`src/rtl/keypad_matrix_scanner_pkg.sv`:
```
// Shared definitions for the keypad matrix scanner: geometry, key codes,
// scan FSM states and the row/column-to-key-code map.
package keypad_matrix_scanner_pkg;

  localparam int unsigned ROWS   = 4;
  localparam int unsigned COLS   = 3;
  localparam int unsigned KEYS   = 10;
  localparam int unsigned CODE_W = 4;

  localparam logic [CODE_W-1:0] KEY_STAR = 4'd10;
  localparam logic [CODE_W-1:0] KEY_HASH = 4'd11;

  typedef enum logic [1:0] {
    ST_SCAN     = 2'd0,
    ST_DEBOUNCE = 2'd1,
    ST_HELD     = 2'd2,
    ST_RELEASE  = 2'd3
  } scan_state_e;

  // r0 = 1,2,3; r1 = 4,5,6; r2 = 7,8,9; r3 = *,0,#
  function automatic logic [CODE_W-1:0] key_map(input logic [1:0] row, input logic [1:0] col);
    logic [CODE_W-1:0] code;
    code = 4'd0;
    case ({row, col})
      4'b00_00: code = 4'd1;
      4'b00_01: code = 4'd2;
      4'b00_10: code = 4'd3;
      4'b01_00: code = 4'd4;
      4'b01_01: code = 4'd5;
      4'b01_10: code = 4'd6;
      4'b10_00: code = 4'd7;
      4'b10_01: code = 4'd8;
      4'b10_10: code = 4'd9;
      4'b11_00: code = KEY_STAR;
      4'b11_01: code = 4'd0;
      4'b11_10: code = KEY_HASH;
      default:  code = 4'd0;
    endcase
    return code;
  endfunction

  // Lowest-index active-low column; only meaningful when at least one bit is low.
  function automatic logic [1:0] first_low_col(input logic [COLS-1:0] col_n);
    logic [1:0] col;
    col = 2'd2;
    if (!col_n[1]) col = 2'd1;
    if (!col_n[0]) col = 2'd0;
    return col;
  endfunction

endpackage

```
`src/rtl/keypad_matrix_scanner_if.sv`:
```
// Keypad pins plus decoded key outputs; master is the scanner, slave is the
// keypad/controller side.
interface keypad_matrix_scanner_if;
  import keypad_matrix_scanner_pkg::*;

  logic [COLS-1:0]   col_n;
  logic [ROWS-1:0]   row_n;
  logic [KEYS-1:0]   keyboard;
  logic              key_start_n;
  logic              key_clear_n;
  logic              key_valid;
  logic [CODE_W-1:0] key_code;

  modport master (
    input  col_n,
    output row_n, keyboard, key_start_n, key_clear_n, key_valid, key_code
  );

  modport slave (
    output col_n,
    input  row_n, keyboard, key_start_n, key_clear_n, key_valid, key_code
  );

endinterface

```
`src/rtl/keypad_matrix_scanner_sync_2ff.sv`:
```
// Two-stage synchroniser for asynchronous level inputs.
module keypad_matrix_scanner_sync_2ff #(
  parameter int unsigned      WIDTH   = 1,
  parameter logic [WIDTH-1:0] RST_VAL = '0
) (
  input  logic             clk,
  input  logic             rst,
  input  logic [WIDTH-1:0] i_d,
  output logic [WIDTH-1:0] o_q
);

  logic [WIDTH-1:0] r_meta;
  logic [WIDTH-1:0] r_sync;

  always_ff @(posedge clk) begin
    if (rst) begin
      r_meta <= RST_VAL;
      r_sync <= RST_VAL;
    end else begin
      r_meta <= i_d;
      r_sync <= r_meta;
    end
  end

  assign o_q = r_sync;

endmodule

```
`src/rtl/keypad_matrix_scanner.sv`:
```
// 4x3 keypad scanner: row drive, column synchronise/debounce, one-hot digit
// level plus start/clear levels, valid pulse and last key code.
module keypad_matrix_scanner
  import keypad_matrix_scanner_pkg::*;
#(
  parameter int unsigned SCAN_DIV        = 1000,
  parameter int unsigned DEBOUNCE_CYCLES = 16
) (
  input  logic                    clk,
  input  logic                    clear,
  keypad_matrix_scanner_if.master bus
);

  localparam int unsigned SCAN_W = $clog2(SCAN_DIV) + 1;
  localparam int unsigned DEB_W  = $clog2(DEBOUNCE_CYCLES) + 1;

  localparam logic [SCAN_W-1:0] SCAN_LAST = SCAN_W'(SCAN_DIV - 1);
  localparam logic [SCAN_W-1:0] SCAN_MAX  = '1;
  localparam logic [DEB_W-1:0]  DEB_LAST  = DEB_W'(DEBOUNCE_CYCLES - 1);
  localparam logic [DEB_W-1:0]  DEB_MAX   = '1;

  scan_state_e       r_state,    w_state_nxt;
  logic [1:0]        r_row,      w_row_nxt;
  logic [ROWS-1:0]   r_row_n,    w_row_n_nxt;
  logic [1:0]        r_col,      w_col_nxt;
  logic [SCAN_W-1:0] r_scan_cnt, w_scan_cnt_nxt;
  logic [DEB_W-1:0]  r_deb_cnt,  w_deb_cnt_nxt;
  logic [KEYS-1:0]   r_keyboard, w_keyboard_nxt;
  logic              r_start_n,  w_start_n_nxt;
  logic              r_clear_n,  w_clear_n_nxt;
  logic              r_valid,    w_valid_nxt;
  logic [CODE_W-1:0] r_code,     w_code_nxt;

  logic [COLS-1:0]   w_col_s;
  logic              w_col_low;
  logic [CODE_W-1:0] w_key;

  keypad_matrix_scanner_sync_2ff #(
    .WIDTH   (COLS),
    .RST_VAL ({COLS{1'b1}})
  ) u_col_sync (
    .clk (clk),
    .rst (clear),
    .i_d (bus.col_n),
    .o_q (w_col_s)
  );

  assign w_col_low = ~w_col_s[r_col];
  assign w_key     = key_map(r_row, r_col);

  // State and output registers
  always_ff @(posedge clk) begin
    if (clear) begin
      r_state    <= ST_SCAN;
      r_row      <= 2'd0;
      r_row_n    <= 4'b1110;
      r_col      <= 2'd0;
      r_scan_cnt <= '0;
      r_deb_cnt  <= '0;
      r_keyboard <= '0;
      r_start_n  <= 1'b1;
      r_clear_n  <= 1'b1;
      r_valid    <= 1'b0;
      r_code     <= '0;
    end else begin
      r_state    <= w_state_nxt;
      r_row      <= w_row_nxt;
      r_row_n    <= w_row_n_nxt;
      r_col      <= w_col_nxt;
      r_scan_cnt <= w_scan_cnt_nxt;
      r_deb_cnt  <= w_deb_cnt_nxt;
      r_keyboard <= w_keyboard_nxt;
      r_start_n  <= w_start_n_nxt;
      r_clear_n  <= w_clear_n_nxt;
      r_valid    <= w_valid_nxt;
      r_code     <= w_code_nxt;
    end
  end

  // Next-state and output decode
  always_comb begin
    w_state_nxt    = r_state;
    w_row_nxt      = r_row;
    w_col_nxt      = r_col;
    w_scan_cnt_nxt = r_scan_cnt;
    w_deb_cnt_nxt  = r_deb_cnt;
    w_keyboard_nxt = r_keyboard;
    w_start_n_nxt  = r_start_n;
    w_clear_n_nxt  = r_clear_n;
    w_valid_nxt    = 1'b0;
    w_code_nxt     = r_code;

    case (r_state)
      ST_SCAN: begin
        if (r_scan_cnt == SCAN_LAST) begin
          w_scan_cnt_nxt = '0;
          if (w_col_s != {COLS{1'b1}}) begin
            w_col_nxt     = first_low_col(w_col_s);
            w_deb_cnt_nxt = '0;
            w_state_nxt   = ST_DEBOUNCE;
          end else begin
            w_row_nxt = r_row + 2'd1;
          end
        end else if (r_scan_cnt != SCAN_MAX) begin
          w_scan_cnt_nxt = r_scan_cnt + SCAN_W'(1);
        end
      end

      ST_DEBOUNCE: begin
        if (!w_col_low) begin
          w_state_nxt    = ST_SCAN;
          w_row_nxt      = r_row + 2'd1;
          w_scan_cnt_nxt = '0;
        end else if (r_deb_cnt == DEB_LAST) begin
          w_state_nxt    = ST_HELD;
          w_deb_cnt_nxt  = '0;
          w_valid_nxt    = 1'b1;
          w_code_nxt     = w_key;
          w_keyboard_nxt = (w_key < 4'd10) ? (KEYS'(1) << w_key) : '0;
          w_start_n_nxt  = (w_key != KEY_HASH);
          w_clear_n_nxt  = (w_key != KEY_STAR);
        end else if (r_deb_cnt != DEB_MAX) begin
          w_deb_cnt_nxt = r_deb_cnt + DEB_W'(1);
        end
      end

      ST_HELD: begin
        if (!w_col_low) begin
          w_state_nxt   = ST_RELEASE;
          w_deb_cnt_nxt = '0;
        end
      end

      ST_RELEASE: begin
        if (w_col_low) begin
          w_state_nxt = ST_HELD;
        end else if (r_deb_cnt == DEB_LAST) begin
          w_state_nxt    = ST_SCAN;
          w_row_nxt      = r_row + 2'd1;
          w_scan_cnt_nxt = '0;
          w_deb_cnt_nxt  = '0;
          w_keyboard_nxt = '0;
          w_start_n_nxt  = 1'b1;
          w_clear_n_nxt  = 1'b1;
        end else if (r_deb_cnt != DEB_MAX) begin
          w_deb_cnt_nxt = r_deb_cnt + DEB_W'(1);
        end
      end

      default: begin
        w_state_nxt = ST_SCAN;
      end
    endcase

    w_row_n_nxt = ~(ROWS'(1) << w_row_nxt);
  end

  assign bus.row_n       = r_row_n;
  assign bus.keyboard    = r_keyboard;
  assign bus.key_start_n = r_start_n;
  assign bus.key_clear_n = r_clear_n;
  assign bus.key_valid   = r_valid;
  assign bus.key_code    = r_code;

endmodule
```
`src/flat_wrapper.sv`:
```
// flat-port wrapper written by rule: the top's interface ports become plain ports
module keypad_matrix_scanner_flat import keypad_matrix_scanner_pkg::*;
#(
  parameter int unsigned SCAN_DIV        = 1000,
  parameter int unsigned DEBOUNCE_CYCLES = 16
)
  (clk, clear, bus_col_n, bus_row_n, bus_keyboard, bus_key_start_n, bus_key_clear_n, bus_key_valid, bus_key_code);
  keypad_matrix_scanner_if bus_i ();
  input  logic clk;
  input  logic clear;
  input wire logic [$bits(bus_i.col_n)-1:0] bus_col_n;
  output wire logic [$bits(bus_i.row_n)-1:0] bus_row_n;
  output wire logic [$bits(bus_i.keyboard)-1:0] bus_keyboard;
  output wire logic [$bits(bus_i.key_start_n)-1:0] bus_key_start_n;
  output wire logic [$bits(bus_i.key_clear_n)-1:0] bus_key_clear_n;
  output wire logic [$bits(bus_i.key_valid)-1:0] bus_key_valid;
  output wire logic [$bits(bus_i.key_code)-1:0] bus_key_code;
  assign bus_i.col_n = bus_col_n;
  assign bus_row_n = bus_i.row_n;
  assign bus_keyboard = bus_i.keyboard;
  assign bus_key_start_n = bus_i.key_start_n;
  assign bus_key_clear_n = bus_i.key_clear_n;
  assign bus_key_valid = bus_i.key_valid;
  assign bus_key_code = bus_i.key_code;
  keypad_matrix_scanner #(.SCAN_DIV(SCAN_DIV), .DEBOUNCE_CYCLES(DEBOUNCE_CYCLES)) u_core (.clk(clk), .clear(clear), .bus(bus_i));
endmodule
```
`config.mk`:
```
export PLATFORM = sky130hd
export DESIGN_NAME = keypad_matrix_scanner_flat
export DESIGN_NICKNAME = d
export VERILOG_FILES = /design/src/rtl/keypad_matrix_scanner_pkg.sv /design/src/rtl/keypad_matrix_scanner_if.sv /design/src/rtl/keypad_matrix_scanner_sync_2ff.sv /design/src/rtl/keypad_matrix_scanner.sv /design/src/flat_wrapper.sv
export SDC_FILE = /design/constraint.sdc
export NUM_CORES = 1
export LEC_CHECK = 0
export CORE_ASPECT_RATIO = 1.5
export CORE_MARGIN = 2
export CORE_UTILIZATION = 43
export CTS_BUF_LIST = sky130_fd_sc_hd__clkbuf_8
export CTS_CLUSTER_DIAMETER = 40
export DETAILED_ROUTE_END_ITERATION = 12
export HOLD_SLACK_MARGIN = 0.1
export SYNTH_ARGS = -nofsm -noshare
export SYNTH_HDL_FRONTEND = slang
export SYNTH_SLANG_ARGS = --single-unit
```
`constraint.sdc`:
```
create_clock -name clk -period 3.8 [get_ports clk]
set_input_delay 0.38 -clock clk [delete_from_list [all_inputs] [get_ports clk]]
set_output_delay 0.38 -clock clk [all_outputs]
set_load 0.05 [all_outputs]
```
Yosys cells after proc, flatten, opt, wreduce, memory -nomap -nowiden
Memory sizes are Yosys's and may differ from the RTL's.
Index checks and enable logic that the tools add are counted.
Widths: inputs -> output; s select.
{ "op_classes": {"n_shift": 2, "n_bitwise": 3, "order_cmp": 2, "eq_ne": 21, "muxes": 47, "n_reduce_logical": 10, "n_addsub": 3} }
{ "op_table": {"columns": ["op", "n"], "rows": [
  ["$mux 11", 5],
  ["$mux 10", 5],
  ["$mux 5", 7],
  ["$pmux 11 s3", 1],
  ["$mux 2", 14],
  ["$pmux 10 s2", 1],
  ["$pmux 5 s4", 1],
  ["$reduce_and 5->1", 4],
  ["$ne 2x1->1 const B", 7],
  ["$add 11x1->11 const B", 1],
  ["$eq 11x10->1 const B", 1],
  ["$ne 11x11->1 const B", 1],
  ["$shl 1x4->10 const A", 1],
  ["$mux 1", 8],
  ["$ne 4x4->1 const B", 2],
  ["$pmux 2 s4", 1],
  ["$ne 3x1->1 const B", 2],
  ["$ne 3x3->1 const B", 2],
  ["$pmux 2 s3", 1],
  ["$reduce_and 3->1", 2],
  ["$add 5x1->5 const B", 1],
  ["$eq 5x4->1 const B", 1],
  ["$ne 5x5->1 const B", 1],
  ["$eq 2x2->1 const B", 2],
  ["other kinds (14)", 16]
]} }
{ "totals": {"inputBits": 5, "romBits": 64, "n_memories": 1, "out_inout_bits": 21, "wordCells": 102, "regBits": 49} }
{ "mem_list": {"columns": ["name", "depth", "width", "rd", "rd_clocked_by_memory_dff", "wr", "line", "text"], "rows": [
  ["(no name shown)", 16, 4, 1, 0, 0, "keypad_matrix_scanner_pkg.sv:24", "case ({row, col})"]
]} }

Depth between registers and ports, before layout
Gate-level depths: netlist of run 1.
{ "depth": {"word_depth": 6, "depth_mapped": 7, "mapped_depth_nobuf": 7} }

Hierarchy
Synthesis of run 1 repeated with hierarchy kept, for this count alone.
{ "unflattened": {"hier_cells": 282, "hier_area_um2": 2407.3} }
{ "by_module_without_submodules": {"columns": ["mod", "area_per_inst_um2", "cells_each", "seq_area_each_um2", "n_inst"], "rows": [
  ["keypad_matrix_scanner", 2249.7, 270, 860.8, 1],
  ["keypad_matrix_scanner_sync_2ff", 157.7, 12, 120.1, 1]
]} }

Worst setup path before layout of run 1
OpenSTA, ideal clock, no wires.
{ "synth_timing": {"kind": "reg2reg", "startpoint": "register u_core.r_scan_cnt[0]", "endpoint": "register u_core.r_deb_cnt[0]", "setup_slack_ns": 1.815, "required_time_ns": 3.685, "path_buffers": 0, "path_stages_with_launch": 7, "arrival_time_ns": 1.870, "period_less_slack_ns": 1.985, "path_cell_list": "dfxtp_1 -> ha_1 -> nand4bb_1 -> or4b_1 -> a21oi_2 -> a31oi_1 -> a31o_1"} }
{ "synth_between": {"elab_chain_len": 3} }
{ "synth_rtl": {"columns": ["element", "line", "text"], "rows": [
  ["from (decl)", "keypad_matrix_scanner.sv:26", "logic [SCAN_W-1:0] r_scan_cnt, w_scan_cnt_nxt;"],
  ["from (signal assigned)", "keypad_matrix_scanner.sv:70", "r_scan_cnt <= w_scan_cnt_nxt;"],
  ["$eq 11x10->1", "keypad_matrix_scanner.sv:95", "if (r_scan_cnt == SCAN_LAST) begin"],
  ["$ne 2x1->1 (no source line)", null, null],
  ["$reduce_and 5->1 (no source line)", null, null],
  ["to (signal assigned)", "keypad_matrix_scanner.sv:71", "r_deb_cnt <= w_deb_cnt_nxt;"],
  ["to (decl)", "keypad_matrix_scanner.sv:27", "logic [DEB_W-1:0] r_deb_cnt, w_deb_cnt_nxt;"]
]} }
No other way between the ends.
A chain may end at the register's enable or synchronous reset.

Final worst setup path of run 1
{ "layout_timing": {"startpoint": "register u_core.r_state[0]", "endpoint": "register u_core.r_keyboard[8] (netlist: u_core.bus.keyboard[8])"} }
{ "layout_between": {"elab_chain_len": 3} }
{ "layout_rtl": {"columns": ["element", "line", "text"], "rows": [
  ["from (decl)", "keypad_matrix_scanner.sv:22", "scan_state_e r_state, w_state_nxt;"],
  ["from (signal assigned)", "keypad_matrix_scanner.sv:66", "r_state <= w_state_nxt;"],
  ["$eq 2x1->1 or $eq 2x2->1 (tied branches)", "keypad_matrix_scanner.sv:93", "case (r_state)"],
  ["$ne 2x1->1 (no source line), or another cell as far along", null, null],
  ["$reduce_and 5->1 (no source line)", null, null],
  ["to (signal assigned)", "keypad_matrix_scanner.sv:72", "r_keyboard <= w_keyboard_nxt;"],
  ["to (decl)", "keypad_matrix_scanner.sv:28", "logic [KEYS-1:0] r_keyboard, w_keyboard_nxt;"]
]} }
Parallel ways exist; a longest one is shown, timed or not.

==> impl_metrics.json, run 1 <==
{
  "status": "finished clean",
  "crit_path_end_kind": "flop",
  "hold_ws_ns": 0.420,
  "overflow": 0,
  "setup.worst_path.start_class": "flop",
  "rows": 33,
  "syn_nets": 285,
  "cts_root_buffer": "clkbuf_8",
  "path_clk_slew_ns": 0.09,
  "crit_slowest_cell": "dfxtp_1",
  "maxCapViolations": 0,
  "final_cell_mix": "dfxtp_1, nand2_1, clkdlybuf4s50_1, nor2_1, nand3_1",
  "setup_viol": 0,
  "grt_pass1_wl_um": 9200,
  "syn_area_per_cell_um2": 8.74,
  "avgRoutedWirePerCell_um": 14.6,
  "r2r_cells": 5,
  "post_cts_resized": 0,
  "arrival_ns": 2.70,
  "start_util_pct": 44.3,
  "skew_ns": 0.00391,
  "grt_pass1_vias": 1970,
  "finalHoldViolations": 0,
  "via_count": 2043,
  "pwr_density_cell_nw_per_um2": 355,
  "cts_htree_levels": 2,
  "r2r_start": "u_core.r_state[0]",
  "min_from": "u_core.u_col_sync.r_meta[0]",
  "layout-drive-gt1-share_pct": 10.5,
  "total_power_mw": 1.00,
  "async_reset_ff_share_pct": 0,
  "max_stage_delay_ns": 0.75,
  "min_period_over_period_pct": 65.7,
  "ant_nets": 0,
  "yosysSeqAreaShare_pct": 41.0,
  "pin_count": 26,
  "final_nets": 306,
  "antenna_found_initial": 0,
  "layout_commonest_cell": "dfxtp_1",
  "vias_per_cell": 5.58,
  "numCtsBuffers": 5,
  "syn-cell-area_um2": 2390,
  "crit_fanout": 24,
  "finalWirelength_um": 5350,
  "setup_tns_ns": 0,
  "yosysWarningCount": 0,
  "area_growth_pct": 18.1,
  "die_w_um": 64.9,
  "crit_family": "compound AO/OA/AOI/OAI gates",
  "vdd_drop_max_uv": 262,
  "cts_buffer_depth": 2,
  "maxSlewViolCount": 0,
  "diodes": 0,
  "path_class": "flop to flop",
  "drt_iter0_markers": 167,
  "r2r_slack_ns": 1.30,
  "r2r-end": "u_core.bus.keyboard[8]",
  "synth-seq-cells": 49,
  "finalWorstSetupSlack_ns": 1.30,
  "dp_hpwl_um": 3790,
  "dr.pass1.iters": 4,
  "path_buf_inv": 1,
  "hp-class": "flop to flop",
  "relSlewSlack_pct": 43.3,
  "cts_tree": "done",
  "ys.flop_type": "dfxtp_1",
  "cp_cell_sequence": "inv_1 -> or3_4 -> a21oi_2 -> nor3b_1 -> a41o_1",
  "whs_path_depth": 1,
  "required_ns": 4.01,
  "coreArea_um2": 5410,
  "drc": 0,
  "cts_sinks": 49,
  "die_h_um": 95.4,
  "clock_latency_ns": 0.30,
  "hold_end": "u_core.u_col_sync.o_q[0]",
  "port_buffers": 25,
  "tightest_slew_ns": 0.850,
  "cts_hold_buf": 0,
  "die_area_um2": 6190,
  "cts_setup_buffers": 0,
  "fmax_ghz": 0.400,
  "p_leak_nw": 0.989,
  "grt_max_degree": 39,
  "min_period_ns": 2.50,
  "synth.distinct_cells": 58,
  "grt_usage_pct": 18.8,
  "gp_congestion": 0.832,
  "synth-edff-count": 0,
  "syn_inst": 274,
  "pre_cts_slack_ns": 1.32,
  "rsz0062_at_grt": "no"
}
-- metrics by stage --
stage	instance area (µm²)	std cells	utilization, %
2_1_floorplan	2390	274	-
3_3_place_gp	2690	358	49.8
3_5_place_dp	2690	358	49.8
4_1_cts	2830	366	52.3
5_1_grt	2830	366	52.3
6_report	2830	366	52.3
-- power by group --
group | switching [mW] | internal (mW)
clock | 0.181 | 0.265
combinational | 0.0190 | 0.0138
sequential | 0.00601 | 0.519
-- flip-flops by register name, summed over array words and instances, names as in the netlist, named ones only --
name / cells
u_core.bus.keyboard: 10
u_core.r_deb_cnt: 5
u_core.r_row: 2
u_core.bus.key_valid: 1
u_core.bus.key_start_n: 1
u_core.r_scan_cnt: 11
u_core.bus.key_clear_n: 1
u_core.bus.row_n: 4
u_core.r_col: 2
u_core.u_col_sync.o_q: 3
u_core.bus.key_code: 4
u_core.r_state: 1
u_core.u_col_sync.r_meta: 3
-- layer usage --
metal  global-route usage [%]  share of wire (%)  routed length, µm  vias to the layer above
li1                         -                  -                  -                     1033
met2                     35.7                 54               2900                       25
met4                     6.56                1.9                102                        0
met5                        0                  0                  0                        -
met3                     2.60                2.4                129                        7
met1                     21.1                 42               2220                      978
-- cell usage after synthesis (all sizes together), types with 5 or more instances --
cell	number	area, µm²
nand3	17	90.1
ha	6	75.1
o21ai	17	85.1
inv	7	26.3
clkbuf	10	37.5
nand2b	5	31.3
o211ai	5	42.5
mux2i	10	100
or2	7	43.8
dfxtp	49	981
nor2	23	86.3
a21oi	15	82.6
nand4	5	37.5
nand2	27	101
nor3	12	65.1
-- worst max-delay path by stage --
stage / from / endpoint / slack (ns) / cells after the start
after floorplan: u_core.r_scan_cnt[0] / u_core.r_deb_cnt[0] / 1.81 / 6
after global placement: u_core.r_state[0] / u_core.bus.keyboard[9] / 1.38 / 5
after detailed placement: u_core.r_state[0] / u_core.bus.keyboard[9] / 1.32 / 5
after CTS: u_core.r_state[0] / u_core.bus.keyboard[9] / 1.30 / 5
after global routing: u_core.r_state[0] / u_core.bus.keyboard[8] / 1.05 / 5
final: u_core.r_state[0] / u_core.bus.keyboard[8] / 1.30 / 5
-- cell type report --
type,instances,area [µm²]
Timing Repair Buffer,27,265
Clock buffer,5,68.8
Inverter,8,30.0
Clock inverter,3,68.8
Fill cell,529,2580
Multi-Input combinational cell,204,1330
Sequential cell,49,981
Tap cell,70,87.6
-- logic make-up (layout without fill, tap and decap cells) --
logic type	count (synthesis)	count (layout)	share of synthesized area [%]
multiplexers	13	13	6.06
AND/OR/NAND/NOR	125	125	28.1
AO/OA/AOI/OAI	59	59	17.8
adder cells (fa/ha/maj)	6	6	3.13
XOR/XNOR	1	1	0.366
buffers and inverters	21	43	3.60
flip-flops	49	49	41.0
(Power assumes the default switching activity.)
==> run 2: changes to the inputs <==
PLACE_DENSITY = 0.66   (was not set)
clock period = 2.2 ns   (was 3.8 ns; I/O delays follow)
==> run 2 against run 1 <==
Net effect: setup slack lost 1.1 ns; first-iteration DRC count shrank 63%; hold slack lost 0.00070 ns; die area is the same; flip-flop and latch count is the same; clock skew grew 0.0033 ns; total power grew 64%; design area grew 4.6%; non-clock buffer count grew 18; sequential power grew 72%; critical endpoint is now u_core.r_scan_cnt[8]; final cell count grew 4.9%; core utilization grew 2.4 points.
==> impl_metrics.json, run 2 (synthesis results as in run 1) <==
{
  "antenna_found_initial": 0,
  "dp_cells": 376,
  "crit_start": "u_core.r_deb_cnt[0]",
  "final_cell_mix": "dfxtp_1, nand2_1, clkdlybuf4s50_1, nor2_1, buf_4",
  "hold_ws_ns": 0.419,
  "vias_per_cell": 5.49,
  "setup.worst_path.start_class": "flop",
  "port_buffers": 25,
  "grt_pass1_vias": 2030,
  "skew_ns": 0.00719,
  "pwr-share-seq_pct": 54.8,
  "drc": 0,
  "pwr_density_cell_nw_per_um2": 557,
  "cts_tree": "done",
  "hp-class": "flop to flop",
  "min_from": "u_core.u_col_sync.r_meta[0]",
  "largest_register_ffs": 11,
  "r2r_cells": 7,
  "switchingPower_mw": 0.354,
  "coreArea_um2": 5410,
  "internal_power_mw": 1.29,
  "p_sw_share_pct": 21.5,
  "status": "finished clean",
  "finalHoldViolations": 0,
  "cts_hold_buf": 0,
  "rsz0062_at_grt": "no",
  "p_leak_nw": 1.07,
  "cts_setup_buffers": 0,
  "p_comb_share_pct": 4.0,
  "relSlewSlack_pct": 65.5,
  "die_area_um2": 6190,
  "finalWirelength_um": 5500,
  "ant_nets": 0,
  "setup_tns_ns": 0,
  "diodes": 0,
  "path_class": "flop to flop",
  "required_ns": 2.44,
  "vdd_drop_max_uv": 485,
  "whs_path_depth": 1,
  "die_w_um": 64.9,
  "min_period_ns": 2.04,
  "via_count": 2110,
  "largest-register": "u_core.r_scan_cnt",
  "dp_hpwl_um": 3990,
  "cts_root_buffer": "clkbuf_8",
  "overflow": 0,
  "min_period_over_period_pct": 92.6,
  "gp_congestion": 0.776,
  "hold_end": "u_core.u_col_sync.o_q[0]",
  "rows": 33,
  "crit_path_end_kind": "flop",
  "design_area_um2": 2960,
  "die_h_um": 95.4,
  "finalNonFillerCells": 384,
  "numCtsBuffers": 5,
  "clock_latency_ns": 0.30,
  "grt_max_degree": 39,
  "crit_fanout": 7,
  "r2r-end": "u_core.r_scan_cnt[8]",
  "maxCapViolations": 0,
  "setup_viol": 0,
  "fmax_ghz": 0.491,
  "cts_buffer_depth": 2,
  "area_growth_pct": 23.6,
  "avgRoutedWirePerCell_um": 14.3,
  "total_power_mw": 1.65,
  "final_nets": 324,
  "dr.pass1.iters": 4,
  "arrival_ns": 2.27,
  "dpl-instance-area_um2": 2840,
  "r2r_start": "u_core.r_deb_cnt[0]",
  "post_cts_resized": 0,
  "path_clk_slew_ns": 0.09,
  "drt_iter0_markers": 62,
  "clockPowerShare_pct": 41.2,
  "start_util_pct": 44.3,
  "r2r_slack_ns": 0.16,
  "grt_pass1_wl_um": 9300,
  "cts_sinks": 49,
  "maxSlewViolCount": 0,
  "pin_count": 26,
  "grt_usage_pct": 19.0,
  "layout_commonest_cell": "dfxtp_1",
  "cts_htree_levels": 2,
  "tightest_slew_ns": 0.514,
  "layout-drive-gt1-share_pct": 15.6
}
[run 2: cell count changes in the layout (fill, tap and decap cells not counted), sizes merged]
cell	change
clkbuf	+1
bufinv	-1
buf	+18
inv	-1
clkinvlp	+1
[run 2: metrics by stage]
stage / util, % / worst slack, ns
final: 54.7 / 0.163
after global routing: 54.7 / 0.00237
after CTS: 54.7 / 0.156
after detailed placement: 52.5 / 0.172
after global placement: 52.5 / 0.222
after floorplan: - / 0.215
[run 2: worst max-delay path: stages, from the launching register on]
cell and delay (ns):
dfxtp_1 0.38, ha_1 0.24, nand3_2 0.15, or3_4 0.40, a2111oi_4 0.35, buf_4 0.20
nand3b_1 0.08, a21oi_1 0.15
[run 2: worst max path at each step]
stage	endpoint	slack (ns)
after global placement	u_core.r_deb_cnt[0]	0.22
final	u_core.r_scan_cnt[8]	0.16
after detailed placement	u_core.bus.key_code[0]	0.17
after global routing	u_core.r_scan_cnt[4]	0.002
after floorplan	u_core.r_deb_cnt[0]	0.21
after CTS	u_core.r_scan_cnt[8]	0.16
[run 2: power groups by stage]
stage / registers [mW] / clock network, mW / logic, mW
floorplan: 0.924 / 0 / 0.0384
global placement: 0.924 / 0 / 0.0653
detailed placement: 0.924 / 0 / 0.0656
CTS: 0.903 / 0.688 / 0.0660
global route: 0.904 / 0.731 / 0.0739
finish: 0.903 / 0.679 / 0.0656
[run 2: layout make-up]
cell class / instances / area (µm²)
Clock buffer: 6 / 82.6
Clock inverter: 2 / 37.5
Fill cell: 521 / 2450
Inverter: 8 / 30.0
Multi-Input combinational cell: 204 / 1330
Sequential cell: 49 / 981
Tap cell: 70 / 87.6
Timing Repair Buffer: 45 / 413
[run 2: metal layers]
layer | wire (µm) | GRT usage (%) | up-vias
met5 | 0 | 0 | -
met4 | 106 | 6.74 | 0
met3 | 135 | 2.72 | 8
met2 | 2970 | 36.9 | 32
met1 | 2280 | 20.6 | 1003
li1 | - | - | 1067
==> RTL edit: new RTL, flow settings as in run 2 <==
Set the package constant `KEYS` to 9 (it was 10).
--- a/src/rtl/keypad_matrix_scanner_pkg.sv
+++ b/src/rtl/keypad_matrix_scanner_pkg.sv
@@ -5,5 +5,5 @@
   localparam int unsigned ROWS   = 4;
   localparam int unsigned COLS   = 3;
-  localparam int unsigned KEYS   = 10;
+  localparam int unsigned KEYS   = 9;
   localparam int unsigned CODE_W = 4;
 
Ports: changed (resized bus_keyboard); port bits go from 26 to 25. No check against the original RTL was run, so the function may have changed too.
==> RTL edit against run 2 <==
  * Via count increased by 3.6%
  * Cell area decreased by 0.51%
  * Count of clock-buffer cells in the layout decreased by 1
  * Sequential cell count decreased by 1
  * Setup slack improved by 0.051 ns
  * Maximum frequency increased by 2.6%
  * Power decreased by 3.3%
  * Critical path depth decreased by 1
  * Routed wire length decreased by 5.3%
  * Area after synthesis increased by 0.99%
  * Core utilization decreased by 0.69 points
  * Die area increased by 0.94%
  * Critical path type unchanged
  * Largest power group unchanged
  * Highest routed layer unchanged
==> RTL edit: results (changes against run 2) <==
[sta]
finClkSkew_ns=0.00493  ; -0.00226 ns
finalSetupTns_ns=0  ; unchanged
worst_slew_pin_slew_ns=0.609  ; +0.0958 ns

[layout]
seq_share=0.327  ; -0.00426
nMultiInputCombCells=218  ; +6.9%
drive_above_1_share=0.144  ; -0.0119
n_all_inverters=8  ; unchanged
multi_input_area_um2=1360  ; +2.2%
insertedDiodeCount=0  ; unchanged
nFlopsAndLatches=48  ; -2.0%
signal_buffer_area_fraction=0.133  ; -0.00694
regMostFlops=u_core.r_scan_cnt
syn_to_final_growth_pct=21.7
num-fill-cells=571  ; +9.6%
signal_buffers=44  ; -2.2%
clock_area_frac=0.0395  ; -0.00107
nNetsFinal=336  ; +3.7%

[power]
p_int_mw=1.25  ; -3.6%
comb_cell_power_mw=0.0564  ; -14%
irDropWorstVdd_mv=0.366  ; -24%
power_leakage_nw=1.03  ; -4.2%
clock_net_power_mw=0.650  ; -4.3%

[yosys]
synth_area_leaders=dfxtp_1 40%, a21oi_1 5.4%, nand3_1 5.4%
synth.area.mux_share=0.0404  ; -0.0203
synth_compound_area_frac=0.177  ; -0.000711
syn_area_per_cell_um2=8.37  ; -4.2%
synthAdderAreaFrac=0.0310  ; -0.000308
synthTopCellsByCount=48 x dfxtp_1, 34 x nand2_1, 26 x a21oi_1, 26 x nand3_1, 20 x nor2_1
synth_xor_area_frac=0.00724  ; +0.00359
ys_seq_area_frac=0.397  ; -0.0123
ys_types=56  ; -3.4%
syn_nets=300  ; +5.3%
synthArstFlopShare=0  ; unchanged
yosysWarnings=0  ; unchanged

[clocking]
post_cts_buffers=0  ; unchanged
h-tree-depth=2  ; unchanged
clk_latency_ns=0.30  ; about the same
numCtsBuffers=5  ; unchanged
clk_pin_slew_worst_paths_ns=0.09  ; about the same
clockBufferDepth=2  ; unchanged
root_buffer=clkbuf_8

[worst_hold_path]
min_path_type=reg2reg

[global_routing]
grt_pass1_wl_um=9080  ; -2.4%
grt_start_max_net_pins=19  ; -51%
grt_pass1_vias=2043  ; +0.64%
grt.total_usage=0.185  ; -0.00500

[critical_path]
worstPathArrival_ns=2.23  ; -0.04 ns
path_max_fanout=6  ; -1
crit_slowest_cell=or4b_1
slowest_delay_ns=0.49  ; +0.09 ns

[route]
drt_iter0_drc=102  ; +65%
first_pass_iters=4  ; unchanged
num_vias=2186  ; +3.6%
drc=0  ; unchanged
wl_per_cell_um=13.1  ; -8.2%

[placed_design]
gp_congestion=0.850  ; +9.5%
place_area_um2=2820  ; -0.71%
dp_hpwl_um=3880  ; -2.7%
io_buffers=24  ; -4.0%

[run_status]
outcome=finished, final reports clean

## RTL edit: cell types whose count changed after synthesis, moves of 3 or more
cell | before | now
a21oi_1 | 13 | 26
nand3_1 | 16 | 26
o21ai_0 | 14 | 4
mux2i_1 | 10 | 3
nand2_1 | 27 | 34
a31oi_1 | 3 | 7
buf_2 | 0 | 3
nor2_1 | 23 | 20
o211ai_1 | 4 | 1
or4_1 | 0 | 3
## RTL edit: final timing paths
path	start	endpoint	slack [ns]	cells after the start
worst max-delay path	u_core.r_scan_cnt[0]	u_core.r_deb_cnt[2]	0.21	6
worst min-delay path	u_core.u_col_sync.r_meta[2]	u_core.u_col_sync.o_q[2]	0.41	1
worst max register to register	u_core.r_scan_cnt[0]	u_core.r_deb_cnt[2]	0.21	6
worst min register to register	u_core.u_col_sync.r_meta[2]	u_core.u_col_sync.o_q[2]	0.41	1
## RTL edit: stage by stage
| step | instances | total power, mW | hold slack [ns] | utilization | setup WS, ns |
|---|---|---|---|---|---|
| after CTS | 396 | 1.61 | 0.416 | 0.539 | 0.147 |
| after floorplan | 289 | 0.945 | 0.324 | - | 0.277 |
| final | 396 | 1.59 | 0.415 | 0.540 | 0.214 |
| after global placement | 388 | 0.963 | 0.392 | 0.517 | 0.183 |
| after global routing | 396 | 1.66 | 0.434 | 0.540 | 0.0372 |
| after detailed placement | 388 | 0.963 | 0.392 | 0.517 | 0.167 |
## RTL edit: worst register-to-register path, stage by stage (launching register included)
cell	delay (ns)
dfxtp_1	0.39
ha_1	0.24
nand4_2	0.20
nor4b_4	0.29
o22ai_2	0.18
or4b_1	0.49
a21oi_1	0.15
## RTL edit: metal layers
metal  wire length [um]  track usage  part of all wire
met5                  0            0                 0
met4                146       0.0903             0.028
met3                166       0.0316             0.032
met2               2700        0.339              0.52
met1               2190        0.205              0.42
